`config.mk`:
```
export PLATFORM = sky130hd
export DESIGN_NAME = ofifo_egress_sched
export DESIGN_NICKNAME = d
export VERILOG_FILES = /design/src/rtl/ofifo_egress_sched.sv
export SDC_FILE = /design/constraint.sdc
export NUM_CORES = 1
export LEC_CHECK = 0
export CAP_MARGIN = 20
export CORE_ASPECT_RATIO = 0.8
export CORE_UTILIZATION = 28
export CTS_CLUSTER_SIZE = 30
export DETAILED_ROUTE_END_ITERATION = 10
export GPL_TIMING_DRIVEN = 0
export PLACE_DENSITY = 0.67
export SLEW_MARGIN = 10
export SYNTH_ARGS = -nofsm -noshare
export SYNTH_HDL_FRONTEND = slang
export SYNTH_SLANG_ARGS = --single-unit
```
`constraint.sdc`:
```
create_clock -name clk -period 2.7 [get_ports clk]
set_input_delay 0.54 -clock clk [delete_from_list [all_inputs] [get_ports clk]]
set_output_delay 0.54 -clock clk [all_outputs]
set_load 0.02 [all_outputs]
```
`src/rtl/ofifo_egress_sched.sv`:
```
// Packet-granular round-robin drain of four show-ahead FIFOs onto one stream.
// Define OFIFO_EGRESS_SCHED_TIMEOUT_EN to add the mid-packet starvation timeout.
module ofifo_egress_sched #(
    parameter int NUM_PORTS = 4,
    parameter int DATA_W    = 32,
    parameter int TAG_W     = 16,
    parameter int EOP_BIT   = 15
`ifdef OFIFO_EGRESS_SCHED_TIMEOUT_EN
    ,
    parameter int TIMEOUT_CYC = 64
`endif
) (
    input  logic                        clk,
    input  logic                        reset,
    input  logic [NUM_PORTS-1:0]        fpo_empty,
    input  logic [NUM_PORTS*DATA_W-1:0] fpo_data,
    input  logic [NUM_PORTS*TAG_W-1:0]  fpo_ptag,
    output logic [NUM_PORTS-1:0]        acc_rd,
    output logic [DATA_W-1:0]           eg_data,
    output logic [TAG_W-1:0]            eg_ptag,
    output logic [1:0]                  eg_src,
    output logic                        eg_sop,
    output logic                        eg_valid,
    input  logic                        eg_ready,
    output logic                        busy,
    output logic                        err_timeout
);

    typedef enum logic {IDLE, XFER} state_t;

    state_t             state_q, state_d;
    logic [1:0]         rr_q, rr_d;
    logic [1:0]         grant_q, grant_d;
    logic               sop_q, sop_d;
    logic [DATA_W-1:0]  data_q, data_d;
    logic [TAG_W-1:0]   ptag_q, ptag_d;
    logic [1:0]         src_q, src_d;
    logic               esop_q, esop_d;
    logic               valid_q, valid_d;

    logic               load;
    logic               found;
    logic [1:0]         idx;
    logic [DATA_W-1:0]  head_data;
    logic [TAG_W-1:0]   head_tag;

`ifdef OFIFO_EGRESS_SCHED_TIMEOUT_EN
    logic [7:0]         cnt_q, cnt_d;
    logic               err_q, err_d;
`endif

    assign head_data = fpo_data[int'(grant_q)*DATA_W +: DATA_W];
    assign head_tag  = fpo_ptag[int'(grant_q)*TAG_W +: TAG_W];

    always_comb begin
        state_d = state_q;
        rr_d    = rr_q;
        grant_d = grant_q;
        sop_d   = sop_q;
        data_d  = data_q;
        ptag_d  = ptag_q;
        src_d   = src_q;
        esop_d  = esop_q;
        valid_d = valid_q;
        load    = 1'b0;
        found   = 1'b0;
        idx     = '0;
        acc_rd  = '0;
`ifdef OFIFO_EGRESS_SCHED_TIMEOUT_EN
        cnt_d   = cnt_q;
        err_d   = err_q;
`endif
        unique case (state_q)
            IDLE: begin
                for (int i = 0; i < NUM_PORTS; i++) begin
                    idx = rr_q + 2'(i);
                    if (!found && !fpo_empty[idx]) begin
                        found   = 1'b1;
                        grant_d = idx;
                    end
                end
                if (found) begin
                    state_d = XFER;
                    sop_d   = 1'b1;
                end
            end
            XFER: begin
                load = !fpo_empty[grant_q] && (!valid_q || eg_ready);
                if (load) begin
                    acc_rd[grant_q] = 1'b1;
                    data_d  = head_data;
                    ptag_d  = head_tag;
                    src_d   = grant_q;
                    esop_d  = sop_q;
                    sop_d   = 1'b0;
                    valid_d = 1'b1;
                    if (head_tag[EOP_BIT]) begin
                        state_d = IDLE;
                        rr_d    = grant_q + 2'd1;
                    end
                end
            end
            default: ;
        endcase

        // Retire the held word when the stage is not refilled this cycle.
        if (!load && valid_q && eg_ready)
            valid_d = 1'b0;

`ifdef OFIFO_EGRESS_SCHED_TIMEOUT_EN
        if (state_q != XFER || load) begin
            cnt_d = '0;
        end else if (fpo_empty[grant_q]) begin
            if (cnt_q == 8'(TIMEOUT_CYC - 1)) begin
                state_d = IDLE;
                rr_d    = grant_q + 2'd1;
                err_d   = 1'b1;
                cnt_d   = '0;
            end else begin
                cnt_d = cnt_q + 8'd1;
            end
        end
`endif
    end

    always_ff @(posedge clk or posedge reset) begin
        if (reset) begin
            state_q <= IDLE;
            rr_q    <= '0;
            grant_q <= '0;
            sop_q   <= 1'b0;
            data_q  <= '0;
            ptag_q  <= '0;
            src_q   <= '0;
            esop_q  <= 1'b0;
            valid_q <= 1'b0;
        end else begin
            state_q <= state_d;
            rr_q    <= rr_d;
            grant_q <= grant_d;
            sop_q   <= sop_d;
            data_q  <= data_d;
            ptag_q  <= ptag_d;
            src_q   <= src_d;
            esop_q  <= esop_d;
            valid_q <= valid_d;
        end
    end

`ifdef OFIFO_EGRESS_SCHED_TIMEOUT_EN
    always_ff @(posedge clk or posedge reset) begin
        if (reset) begin
            cnt_q <= '0;
            err_q <= 1'b0;
        end else begin
            cnt_q <= cnt_d;
            err_q <= err_d;
        end
    end

    assign err_timeout = err_q;
`else
    assign err_timeout = 1'b0;
`endif

    assign eg_data  = data_q;
    assign eg_ptag  = ptag_q;
    assign eg_src   = src_q;
    assign eg_sop   = esop_q;
    assign eg_valid = valid_q;
    assign busy     = (state_q == XFER);

endmodule

```
; ---- Word level (Yosys, flattened, before mapping)
; Index checks and enable logic that the tools add are counted.
[totals]
reg_bits = 58
inputBits = 199
out_inout_bits = 58
elab_cells = 86
[op_classes]
add_sub_neg = 4
n_lt_le_gt_ge = 6
eq_ne = 3
shift = 2
n_mux = 37
n_bitwise = 1
n_reduce_logical = 24
[op_table]
columns = op, count
row1 = variable part select 128 x 8 -> 32 bit, 1
row2 = variable part select 64 x 7 -> 16 bit, 1
row3 = two-way mux 1 bit, 23
row4 = < comparator 2 x 3 -> 1 bit (second input constant), 5
row5 = binary-select mux 1 bit (select 2 bit), 5
row6 = logical NOT 1 bit, 9
row7 = two-way mux 2 bit, 4
row8 = two-way mux 4 bit, 2
row9 = AND reduction 2 bit, 4
row10 = logical AND 1 bit, 7
row11 = adder 2 x 1 -> 2 bit (second input constant), 2
row12 = adder 2 bit (second input constant), 2
row13 = inequality test 4 x 1 -> 1 bit (second input constant), 1
row14 = one-hot mux 1 bit (2 select lines), 2
row15 = nonzero test 2 bit, 2
row16 = AND reduction 3 bit, 1
row17 = demux 1 bit (select 2 bit), 1
row18 = >= comparator 2 x 1 -> 1 bit (second input constant), 1
row19 = inequality test 2 x 1 -> 1 bit (second input constant), 1
row20 = inequality test 2 bit (second input constant), 1
row21 = logical OR 1 bit, 1
row22 = inverter 1 bit, 1

; ---- Depth between registers and ports, before layout
; Gate-level depths: netlist (run 1).
[depth]
word_depth = 18
mapped_depth = 6
depth_no_buf = 4

; ---- Worst setup path after synthesis (run 1)
; No wires, ideal clock.
[synth_path]
path_kind = input to output
startpoint = input fpo_empty[1]
endpoint = output acc_rd[0]
arrival_time_ns = 1.908
t_required_ns = 2.160
path_slack_ns = 0.252
stages = 6
n_path_buf = 3
path_cell_list = clkbuf_1 -> mux4_2 -> nor3b_2 -> buf_4 -> buf_6 -> and2_1
[synth_via]
elab_chain_cells = 6
[synth_lines]
columns = item, line
row1 = "start, declared", 15  ; input logic [NUM_PORTS-1:0] fpo_empty,
row2 = binary-select mux 1 bit (select 2 bit), 88  ; load = !fpo_empty[grant_q] && (!valid_q || eg_ready);
row3 = two-way mux 1 bit (implied by the code), 88
row4 = logical NOT 1 bit, 88
row5 = logical AND 1 bit, 88
row6 = two-way mux 4 bit, 89  ; if (load) begin
row7 = two-way mux 4 bit, 73  ; unique case (state_q)
row8 = "end, declared", 18  ; output logic [NUM_PORTS-1:0] acc_rd,
; No other way between the ends. The select of a mux whose other input is x is not followed.

; ---- Worst setup path in the final report (run 1)
[layout_path]
startpoint = register grant_q[0]
endpoint = output acc_rd[0]
[layout_via]
elab_chain_cells = 6
word_cells_on_any_way = 11
classes_between = order compare: 2 / mux: 6 / reduce/logical: 3
[layout_lines]
columns = item, line
row1 = "start, declared", 33  ; logic [1:0] grant_q, grant_d;
row2 = "start signal, assigned", 140  ; grant_q <= grant_d;
row3 = < comparator 2 x 3 -> 1 bit (implied by the code) (tied with other cells), 90  ; acc_rd[grant_q] = 1'b1;
row4 = logical AND 1 bit (implied by the code) or two-way mux 1 bit (tied branches), "90, 88"
row5 = two-way mux 1 bit (implied by the code) or logical NOT 1 bit (tied branches), "90, 88"
row6 = demux 1 bit (select 2 bit) or logical AND 1 bit (tied branches), "90, 88"
row7 = two-way mux 4 bit *, 89
row8 = two-way mux 4 bit *, 73
; Mark *: on every way between the ends. The rest lies on a longest branch, timed or not. The select of a mux whose other input is x is not followed.

==> flow_summary.yaml, run 1 <==
critical_path:
  criticalPathCategory: "flop to output pin"
  critPathArrivalTime_ns: 2.06
  r2r_setup_slack_ns: 0.26
  reg2reg_to: "eg_data[12]"
  cp_data_required_time_ns: 2.16
  cp-endpoint: "acc_rd[0]"
  setup.worst_path.start: "grant_q[0]"
  ff2ff_path_depth: 6
  end_kind: "output pin"
  critPathLaunchType: "flop"
  r2r-start: "grant_q[0]"
  worstPathMaxFanout: 10
timing:
  finalHoldViolCount: 0
  slew_headroom: 0.4388
  rsz0062_at_grt: "false"
  max_freq_mhz: 384.9
  fin_crit_ns: 2.598
  setup_viol: 0
  tightestPinTransition_ns: 0.8418
  finalCritPeriodShare: 0.9621
  fin_skew_ns: 0.004790
  slew_viol_final: 0
  hold_ws_ns: 0.5001
routing:
  post_drt_wl_per_cell_um: 17.92
  drc: 0
  dr.pass1.iters: 4
  final_antenna_net_count: 0
  num_vias: 3147
  routed_wl_mm: 12.04
  routed_via_density: 4.683
  drt-initial-drc-count: 122
grt:
  grt_use_total: 0.1851
  grt_pass1_wl_mm: 18.33
  grt_pass1_vias: 3404
  grt_max_degree: 59
  antenna_found_initial: 0
  grt-ovfl-total: 0
finish:
  multi_input_area_um2: 1993
  area_growth_pct: 85.81
  drive_gt1_frac: 0.2774
  final_cell_mix: "247 x clkdlybuf4s50_1, 58 x dfrtp_1, 49 x mux4_2, 48 x mux2_2, 9 x clkbuf_16"
  fillers: 1056
  final_common_cell: "clkdlybuf4s50_1"
  seqCellArea_um2: 1451
  final_net_count: 700
  antennaDiodeCount: 0
  fin_util: 0.5416
synthesis:
  synth_area_um2: 3597
  ys_ff_latch: 58
  synth-xor-area-share: 0
  yosys_warnings: 0
  synth-seq-area-share: 0.4035
  synth_top_family_by_area: "multiplexers"
  ys_types: 30
  avgSynthCellArea_um2: 15.78
  synthAdderAreaFrac: 0.01391
  synth-compound-area-share: 0.03061
  netlist_instances: 228
  synth.mux.area_fraction: 0.4793
  syn_nets: 431
  synthSimpleGateAreaFrac: 0.02922
floorplan:
  io_pins: 257
  initial_core_util: 0.2915
  die_w_um: 128.7
  die_y_um: 103.4
  coreArea_um2: 12340
  die-area_um2: 13310
  row_count: 36
cts:
  cts_hold_buf: 0
  cts.reportedPaths.clkPinSlew_ns: 0.05
  clkSinkCount: 58
  numCtsBuffers: 9
  clock_tree.root_cell: "clkbuf_16"
  clock_latency_ns: 0.32
  cts_tree: "yes"
  clockBufferDepth: 2
  h-tree-depth: 3
job:
  maxCapViolations: 0
power:
  combinationalPowerShare: 0.611
  peakVddDrop_uv: 460.4
  leakage_uw: 0.002593
  pwr-share-seq: 0.225
  pwr-share-clk: 0.164
  intPower_uw: 4588
  power_switching_uw: 2489
  power_density_nw_per_um2: 1059
  power.share.switching: 0.3517
status:
  run_status: "finished, final reports clean"
placement:
  io_buffer_count: 254
  place_congestion: 0.7401
  post-dp-hpwl_mm: 9.496
min_path:
  hp-class: "flop to flop"
-- what timing repair did --
action | 4_1_cts | 5_1_grt
setup buffers | 4 | 0
setup endpoints to repair | 4 | 0
resized for setup | 29 | 0
endpoints found under the hold margin | 0 | 0
-- power groups by stage --
stage	sequential, µW	clock [µW]	combinational (µW)
global route	1670	1230	4660
global placement	1590	0	4290
CTS	1600	1190	4410
detailed placement	1610	0	4340
finish	1600	1160	4320
floorplan	2090	0	2190
-- critical path, stage by stage (launching register included) --
cell,delay (ns)
dfrtp_1,0.36
buf_6,0.12
mux4_2,0.51
nor3b_2,0.21
buf_6,0.14
buf_6,0.12
and2_1,0.12
buf_2,0.16
-- per-layer routing --
metal  track usage  vias up  share of wire
met5             0        -              0
met4       0.04072        0         0.0095
met3       0.06224       10          0.097
met2        0.3285      149           0.51
met1        0.2191     1551           0.39
li1              -     1437              -
-- cell families after synthesis --
family | Yosys count
muxes | 104
and+or+nand+nor | 17
other | 1
buffers and inverters | 26
DFF | 58
adders and majority gates | 4
AOI/OAI and AO/OA | 18
-- worst min path at each step --
stage                 from           to  slack (ns)  cells after the start
2_1_floorplan        sop_q       eg_sop        0.48                      1
3_3_place_gp   eg_data[20]  eg_data[20]        0.49                      1
3_5_place_dp   eg_data[20]  eg_data[20]        0.49                      1
4_1_cts         eg_data[8]   eg_data[8]        0.51                      1
5_1_grt             eg_sop       eg_sop        0.52                      1
6_report       eg_ptag[10]  eg_ptag[10]        0.50                      1
-- state kept, by name (all words and copies together), names as in the netlist --
signal and flops:
eg_sop 1, rr_q 2, eg_valid 1, eg_data 32, sop_q 1, grant_q 2, busy 1, eg_src 2
eg_ptag 16
-- cell type report --
class                   count  share of cell area
repair buffers            258              0.3824
plain buffers              20             0.02078
clock buffers              13             0.04043
multi-input cells         144              0.2982
flip-flops and latches     58              0.2171
clock inverters             2            0.005241
well taps                 171             0.03201
inverters                   6            0.003744
-- synth_stat cells --
cell type | instances | area share
o21a_1 | 2 | 0.0042
conb_1 | 1 | 0.0010
a21oi_1 | 2 | 0.0028
nor2b_1 | 1 | 0.0017
o22ai_1 | 1 | 0.0017
buf_2 | 2 | 0.0028
clkbuf_1 | 7 | 0.0073
mux2_2 | 48 | 0.15
nor3b_2 | 1 | 0.0035
a2bb2oi_1 | 1 | 0.0024
a221o_1 | 1 | 0.0028
nor2_1 | 2 | 0.0021
buf_1 | 3 | 0.0031
ha_1 | 4 | 0.014
mux2i_1 | 5 | 0.014
nand2b_1 | 2 | 0.0035
a31oi_1 | 2 | 0.0035
nand4_1 | 1 | 0.0017
nand3_1 | 2 | 0.0028
dfrtp_1 | 58 | 0.40
and2_1 | 5 | 0.0087
mux2_4 | 2 | 0.0083
buf_4 | 2 | 0.0042
o21ai_0 | 8 | 0.011
mux4_2 | 49 | 0.31
nand2_1 | 2 | 0.0021
inv_1 | 6 | 0.0063
buf_6 | 6 | 0.019
nand2_4 | 1 | 0.0031
o21bai_1 | 1 | 0.0021
-- stage by stage --
stage	worst slack [ns]	power [µW]	cell area, µm²	TNS (ns)	instances
floorplan	0.2525	4277	3597	0	228
global placement	-0.8107	5888	6354	-35.36	653
detailed placement	-0.8649	5954	6356	-6.513	653
CTS	0.08715	7201	6684	0	672
global route	0.02517	7556	6684	0	672
finish	0.1022	7077	6684	0	672
Note: power is estimated with default switching activity, not from simulation.
==> run 2, diff against run 1 <==
Settings changed: CORE_MARGIN set to 2.
==> run 2 against run 1 <==
Effect of this change: combinational power is 2% lower; fmax is 2.9% higher; non-clock buffer count is 3 lower; clock skew is 0.0019 ns higher; critical endpoint unchanged; largest cell class unchanged.
==> flow_summary.yaml, run 2 (same netlist as run 1, synthesis figures left out) <==
power:
  peakVddDrop_uv: 406.7
  power_density_nw_per_um2: 1060
  intPower_uw: 4606
  power.share.switching: 0.3484
  pwr-share-seq: 0.227
  leakage_uw: 0.002579
  pwr-share-clk: 0.171
  combinationalPowerShare: 0.602
  power_switching_uw: 2463
timing:
  slew_headroom: 0.4314
  max_freq_mhz: 396.3
  fin_skew_ns: 0.006709
  setup_ws_ns: 0.1766
  rsz0062_at_grt: "false"
  tightestPinTransition_ns: 0.8529
  setup_viol: 0
  slew_viol_final: 0
  fin_crit_ns: 2.523
  finalCritPeriodShare: 0.9346
  finalHoldViolCount: 0
finish:
  finalInstanceArea_um2: 6666
  fin_util: 0.5255
  antennaDiodeCount: 0
  final_net_count: 697
  seqCellArea_um2: 1451
  area_growth_pct: 85.32
  largest_register_ffs: 32
  final_cell_mix: "247 x clkdlybuf4s50_1, 58 x dfrtp_1, 49 x mux4_2, 48 x mux2_2, 9 x clkbuf_16"
  final_common_cell: "clkdlybuf4s50_1"
  drive_gt1_frac: 0.2745
  final_cells: 674
  multi_input_area_um2: 1993
  fillers: 1114
critical_path:
  critPathMaxStageDelay_ns: 0.50
  reg2reg_to: "eg_data[14]"
  worstPathMaxFanout: 11
  criticalPathCategory: "flop to output pin"
  critPathSlowestCell: "mux4_2"
  r2r_setup_slack_ns: 0.37
  critPathArrivalTime_ns: 1.98
  ff2ff_path_depth: 5
  end_kind: "output pin"
  crit_chain: "buf_6 > mux4_2 > nor3b_2 > buf_6 > and2_1 > buf_4"
  cpMostUsedCell: "buf_6"
  cp_data_required_time_ns: 2.16
  r2r-start: "grant_q[0]"
  critPathLaunchType: "flop"
min_path:
  worst_hold_startpoint: "eg_ptag[7]"
  hp-class: "flop to flop"
  whs_path_depth: 1
  min_to: "eg_ptag[7]"
job:
  maxCapViolations: 0
grt:
  grt_pass1_wl_mm: 18.01
  grt_use_total: 0.1719
  antenna_found_initial: 0
  grt-ovfl-total: 0
  grt_pass1_vias: 3525
  grt_max_degree: 59
routing:
  routed_via_density: 4.705
  routed_wl_mm: 11.87
  post_drt_wl_per_cell_um: 17.62
  final_antenna_net_count: 0
  dr.pass1.iters: 4
  drt-initial-drc-count: 93
  num_vias: 3171
  drc: 0
placement:
  dp_cells: 657
  placed_area_um2: 6361
  post-dp-hpwl_mm: 9.590
  io_buffer_count: 254
  pre_cts_ws_ns: -0.8402
  place_congestion: 0.7578
cts:
  clockBufferDepth: 2
  numCtsBuffers: 9
  cts_tree: "yes"
  cts.reportedPaths.clkPinSlew_ns: 0.05
  clock_tree.root_cell: "clkbuf_16"
  clock_latency_ns: 0.32
  h-tree-depth: 3
  clkSinkCount: 58
  cts_hold_buf: 0
floorplan:
  coreArea_um2: 12680
  row_count: 37
  die_w_um: 130.7
  die-area_um2: 13780
  initial_core_util: 0.2836
  die_y_um: 105.4
  io_pins: 257
status:
  run_status: "finished, final reports clean"
-- run 2: cell count changes in the layout (fill, tap and decap cells not counted) --
cell	previous run	this run
clkbuf_2	1	5
clkinvlp_4	0	1
clkinv_2	1	2
bufinv_16	1	2
buf_4	5	6
buf_2	6	2
clkdlybuf4s15_2	3	0
clkbuf_8	3	1
buf_6	7	6
-- run 2: metal layers --
layer  share of wire  routed length (µm)  GRT usage  up-vias
li1                -                   -          -     1434
met1            0.38                4504     0.1981     1574
met2            0.51                6079     0.3043      153
met3           0.098                1166    0.05939       10
met4           0.010                 124    0.04179        0
met5               0                   0          0        -
-- run 2: worst max-delay path by stage --
stage | startpoint | to | slack (ns) | depth (start not counted)
2_1_floorplan | fpo_empty[1] | acc_rd[0] | 0.25 | 6
3_3_place_gp | fpo_empty[3] | acc_rd[0] | -0.83 | 7
3_5_place_dp | fpo_empty[3] | acc_rd[3] | -0.84 | 7
4_1_cts | fpo_empty[3] | acc_rd[0] | 0.003 | 7
5_1_grt | grant_q[1] | acc_rd[0] | 0.05 | 6
6_report | grant_q[0] | acc_rd[0] | 0.18 | 6
-- run 2: final cells by class --
type,instances,share of cell area
flip-flops and latches,58,0.2177
multi-input cells,144,0.2990
inverters,6,0.003754
repair buffers,256,0.3795
well taps,175,0.03285
clock inverters,5,0.01164
clock buffers,11,0.03641
plain buffers,19,0.01914
-- run 2: repair_timing --
item                       4_1_cts  5_1_grt
gates resized for setup         22       10
setup endpoints to repair        4        4
pin swaps                        0        1
setup buffers                    2        0
-- run 2: power by group through the flow --
stage / Clock (µW) / Combinational [µW] / Sequential, µW
floorplan: 0 / 2190 / 2090
global placement: 0 / 4270 / 1600
detailed placement: 0 / 4330 / 1620
CTS: 1240 / 4360 / 1610
global route: 1270 / 4550 / 1670
finish: 1210 / 4250 / 1610
-- run 2: worst max-delay path: cells and delay by family (launching register included) --
family / cells / cell delay [ns]
and+or+nand+nor: 2 / 0.34
DFF: 1 / 0.38
buffers and inverters: 3 / 0.43
muxes: 1 / 0.50
-- run 2: metrics by stage --
step                total power (µW)  TNS, ns  hold WS [ns]
global route                    7499        0        0.5184
detailed placement              5953   -4.329        0.4941
CTS                             7212        0        0.5061
finish                          7069        0        0.5000
floorplan                       4277        0        0.4793
global placement                5870   -29.13        0.4887
